[src/rtl/display_scanner.sv]
// Time-multiplexed 4-digit hex scanner for a common-anode seven-segment display.
// Holds a tear-free display value, inserts an anti-ghosting guard at the start
// of every slot and optionally blanks leading zeros.
module display_scanner #(
  parameter int unsigned REFRESH_DIV = 100000,
  parameter int unsigned GUARD       = 1000,
  parameter int unsigned LZB         = 1
) (
  input  logic        clk,
  input  logic        rst,
  input  logic        en,
  input  logic        load,
  input  logic [15:0] value_in,
  output logic [3:0]  num,
  output logic [3:0]  anode_active,
  output logic [1:0]  digit_sel,
  output logic        pending
);

  localparam int unsigned PW = (REFRESH_DIV > 1) ? $clog2(REFRESH_DIV) : 1;
  localparam logic [PW-1:0] LAST = PW'(REFRESH_DIV - 1);
  localparam bit LZB_ON = (LZB != 0);

  logic [PW-1:0] prescaler;
  logic [15:0]   disp_reg;
  logic [15:0]   pend_reg;
  logic          tick;
  logic          frame_end;
  logic          in_guard;
  logic          lz_blank;

  assign tick      = (prescaler == LAST);
  assign frame_end = tick && (digit_sel == 2'd3);

  // Slot prescaler: wraps every REFRESH_DIV cycles
  always_ff @(posedge clk or posedge rst) begin
    if (rst) begin
      prescaler <= '0;
    end else if (tick) begin
      prescaler <= '0;
    end else begin
      prescaler <= prescaler + PW'(1);
    end
  end

  // Slot index advances once per prescaler wrap
  always_ff @(posedge clk or posedge rst) begin
    if (rst) begin
      digit_sel <= 2'd0;
    end else if (tick) begin
      digit_sel <= digit_sel + 2'd1;
    end
  end

  // Capture loads into a shadow register; commit only at the frame boundary
  always_ff @(posedge clk or posedge rst) begin
    if (rst) begin
      pend_reg <= 16'h0000;
      disp_reg <= 16'h0000;
      pending  <= 1'b0;
    end else begin
      if (load) begin
        pend_reg <= value_in;
      end
      if (frame_end) begin
        pending <= 1'b0;
        if (load) begin
          disp_reg <= value_in;
        end else if (pending) begin
          disp_reg <= pend_reg;
        end
      end else if (load) begin
        pending <= 1'b1;
      end
    end
  end

  // Guard interval at the start of each slot (absent when GUARD is zero)
  generate
    if (GUARD == 0) begin : g_no_guard
      assign in_guard = 1'b0;
    end else begin : g_guard
      assign in_guard = (prescaler < PW'(GUARD));
    end
  endgenerate

  // Nibble select and leading-zero detection for the current slot
  always_comb begin
    num      = 4'h0;
    lz_blank = 1'b0;
    case (digit_sel)
      2'd0: num = disp_reg[3:0];
      2'd1: begin
        num      = disp_reg[7:4];
        lz_blank = LZB_ON && (disp_reg[15:4] == 12'h000);
      end
      2'd2: begin
        num      = disp_reg[11:8];
        lz_blank = LZB_ON && (disp_reg[15:8] == 8'h00);
      end
      default: begin
        num      = disp_reg[15:12];
        lz_blank = LZB_ON && (disp_reg[15:12] == 4'h0);
      end
    endcase
  end

  // At most one active-low anode; all off while disabled, guarded or blanked
  always_comb begin
    anode_active = 4'b1111;
    if (en && !in_guard && !lz_blank) begin
      anode_active[digit_sel] = 1'b0;
    end
  end

endmodule
[config.mk]
export PLATFORM = sky130hd
export DESIGN_NAME = display_scanner
export DESIGN_NICKNAME = d
export VERILOG_FILES = /design/src/rtl/display_scanner.sv
export SDC_FILE = /design/constraint.sdc
export NUM_CORES = 1
export LEC_CHECK = 0
export CAP_MARGIN = 20
export CORE_MARGIN = 10
export CORE_UTILIZATION = 50
export DETAILED_ROUTE_END_ITERATION = 7
export PLACE_DENSITY = 0.8
export SKIP_CTS_REPAIR_TIMING = 1
export SYNTH_ARGS = -nofsm -noshare
export SYNTH_HDL_FRONTEND = slang
export SYNTH_SLANG_ARGS = --single-unit
[constraint.sdc]
create_clock -name clk -period 4.5 [get_ports clk]
set_input_delay 1.125 -clock clk [delete_from_list [all_inputs] [get_ports clk]]
set_output_delay 1.125 -clock clk [all_outputs]
set_load 0.01 [all_outputs]
==> summary.txt <==
Clock tree
  – TritonCTS clock tree: yes
  – CTS Buf Count: 5
  – Maximum clock path buffer count: 2
  – CTS Sinks: 52
  – Root buf cell: clkbuf_8
  – H-tree depth: 2
  – Clk_lat worst skew: 310 ps
  – Clock Pin Slew Worst Setup and Hold Paths: 90 ps

Drt
  – Drc violations: 0
  – Routed via count: 1581
  – DRT iter0 DRCs: 103
  – Routed len/inst: 16.2 um
  – Via density: 5.45
  – Overall routed net length: 4700 um
  – Final ANT Viol Nets: 0
  – Pre-antenna DRT Iters: 5

Global routing
  – Vias in the first global route: 1569
  – First-pass GRT wire length: 8020 um
  – Largest net degree at the start of global routing: 53
  – Initial antenna violation count: 0
  – Total GRT Usage: 11.8%
  – Global route overflow: 0

Status
  – Status: complete, no violations

Synth
  – Synth warn: 0
  – Cells after synthesis: 189
  – Count of cell types in the netlist: 33
  – Post-synth top area share: 53.5%
  – Mean area per synthesized cell: 12.9 um^2
  – Flops & latches, synth: 52
  – Synth top area cells: dfrtp_1 (54%), mux2_2 (11%), mux2_4 (6.2%)
  – Syn nets: 215
  – Area leader, netlist: dfrtp_1
  – Mapped Area: 2430 um^2
  – Register area share after synthesis: 53.5%

Pwr
  – Max VDD drop: 0.000190 V
  – Leak pwr: 1.25 nW
  – Pwr/cell area: 290 nW/um^2

Timing
  – Actual slew at the worst max-slew pin: 854 ps
  – F_max: 285 MHz
  – Finish-stage setup viols: 0
  – Relative slew slack: 43.1%
  – Setup Skew: 8.45 ps
  – Setup TNS Final: 0 ps
  – Max Slew Vio Count: 0
  – RSZ-0062 raised after global routing: no
  – Final min period: 3510 ps
  – Worst hold slack: 503 ps
  – Final hold violation count: 0
  – Final period util: 78.1%

Finish
  – ANT cells: 0
  – Nets: 248
  – Fin area: 2900 um^2
  – Fraction of final layout cells sized beyond drive strength 1: 21.1%
  – Max FFs per register: 17
  – Layout area overhead: 19.4%
  – Final Util: 61.4%

Place
  – IO Port Bufs: 30
  – Hpwl dp: 3270 um
  – Placed inst area: 2790 um^2
  – GP Congestion: 0.856

Die
  – Total die area: 8050 um^2
  – Die Y-Extent: 89.7 um
  – Core area: 4720 um^2
  – # rows: 25
  – Initial core utilization: 51.5%
  – I/O pins: 31
  – Die width: 89.7 um

Setup path
  – Arrival @ worst endpoint: 2390 ps
  – Worst Setup End Kind: output port
  – Critical Path Start Type: input pin
  – Crit Path Category: in2out
  – Critical Path Fanout Max: 4
  – Critical Path RT: 3380 ps

Min path
  – Worst Hold Class: reg2reg

Job
  – Number of max-cap violations: 0
-- worst paths after layout --
check / start / endpoint / slack (ps) / cells past startpoint
max: en / anode_active[3] / 990 / 4
min: pend_reg[9] / pend_reg[9] / 500 / 1
max reg2reg: prescaler[0] / disp_reg[15] / 1940 / 5
min reg2reg: pend_reg[9] / pend_reg[9] / 500 / 1
max in group asynchronous: rst / disp_reg[9] / 2810 / 3
min in group asynchronous: rst / prescaler[7] / 1160 / 2
-- cell usage in the layout, fill, tap and decap left out, types with 6 or more instances in the layout --
cell type	instances
and2_1	6
clkdlybuf4s50_1	30
dfrtp_1	52
ha_1	6
inv_1	8
mux2_2	23
mux2_4	10
nand2_1	6
nand3_1	12
nor2_1	6
xnor2_1	10
-- layout make-up --
cell class                      instances  area [um^2]
Tap cell                               67         83.8
Sequential cell                        52         1300
Clock inverter                          3         27.5
Inverter                                9         33.8
Clock buffer                            5         68.8
Timing Repair Buffer                   32          328
Fill cell                             352         1820
Multi-Input combinational cell        122         1060
-- cell families (layout without fill, tap and decap cells) --
group / count (synthesis) / count (layout) / synth area share (%)
multiplexers: 37 / 37 / 18.5
adder cells (fa/ha/maj): 6 / 6 / 3.09
AND/OR/NAND/NOR: 55 / 55 / 13.8
AO/OA/AOI/OAI: 11 / 11 / 3.50
buffers and inverters: 15 / 49 / 2.93
flip-flops: 52 / 52 / 53.5
XOR/XNOR: 13 / 13 / 4.68
-- critical path, cell delays in order --
cell	delay (ps)
clkdlybuf4s50_1	470
and2_1	200
nand3_1	90
clkdlybuf4s50_1	500
-- routing by layer --
metal | GRT usage, % | part of all wire, % | wire length [um] | up-vias
li1 | - | - | - | 740
met1 | 14.7 | 45 | 2110 | 774
met2 | 19.8 | 49 | 2300 | 58
met3 | 2.99 | 4.9 | 232 | 9
met4 | 3.23 | 1.2 | 56 | 0
met5 | 0 | 0 | 0 | -
-- power by group --
part / switching (mW) / internal (mW) / total [mW]
Sequential: 0.00788 / 0.486 / 0.494
Combinational: 0.0272 / 0.0410 / 0.0681
Clock: 0.165 / 0.114 / 0.279
-- per-stage QoR --
stage | total power, mW | instances | setup WS (ps)
2_1_floorplan | 0.540 | 189 | 1970
3_3_place_gp | 0.568 | 281 | 989
3_5_place_dp | 0.571 | 281 | 973
4_1_cts | 0.847 | 289 | 973
5_1_grt | 0.874 | 290 | 899
6_report | 0.841 | 290 | 985
-- cell usage after synthesis (all sizes together) --
cell type / n
dfrtp: 52
mux2: 33
nand3: 12
xnor2: 10
inv: 9
and2: 6
ha: 6
nand2: 6
nand4: 6
nor2: 6
a222oi: 4
buf: 4
mux2i: 4
nor3: 4
nor4: 4
and4: 3
o21ai: 3
xor2: 3
clkbuf: 2
nand3b: 2
or3: 2
a21boi: 1
a2bb2oi: 1
a31oi: 1
nand2b: 1
nor2b: 1
nor4b: 1
o211ai: 1
or4: 1
No activity file was read; power rests on OpenSTA's default activity.
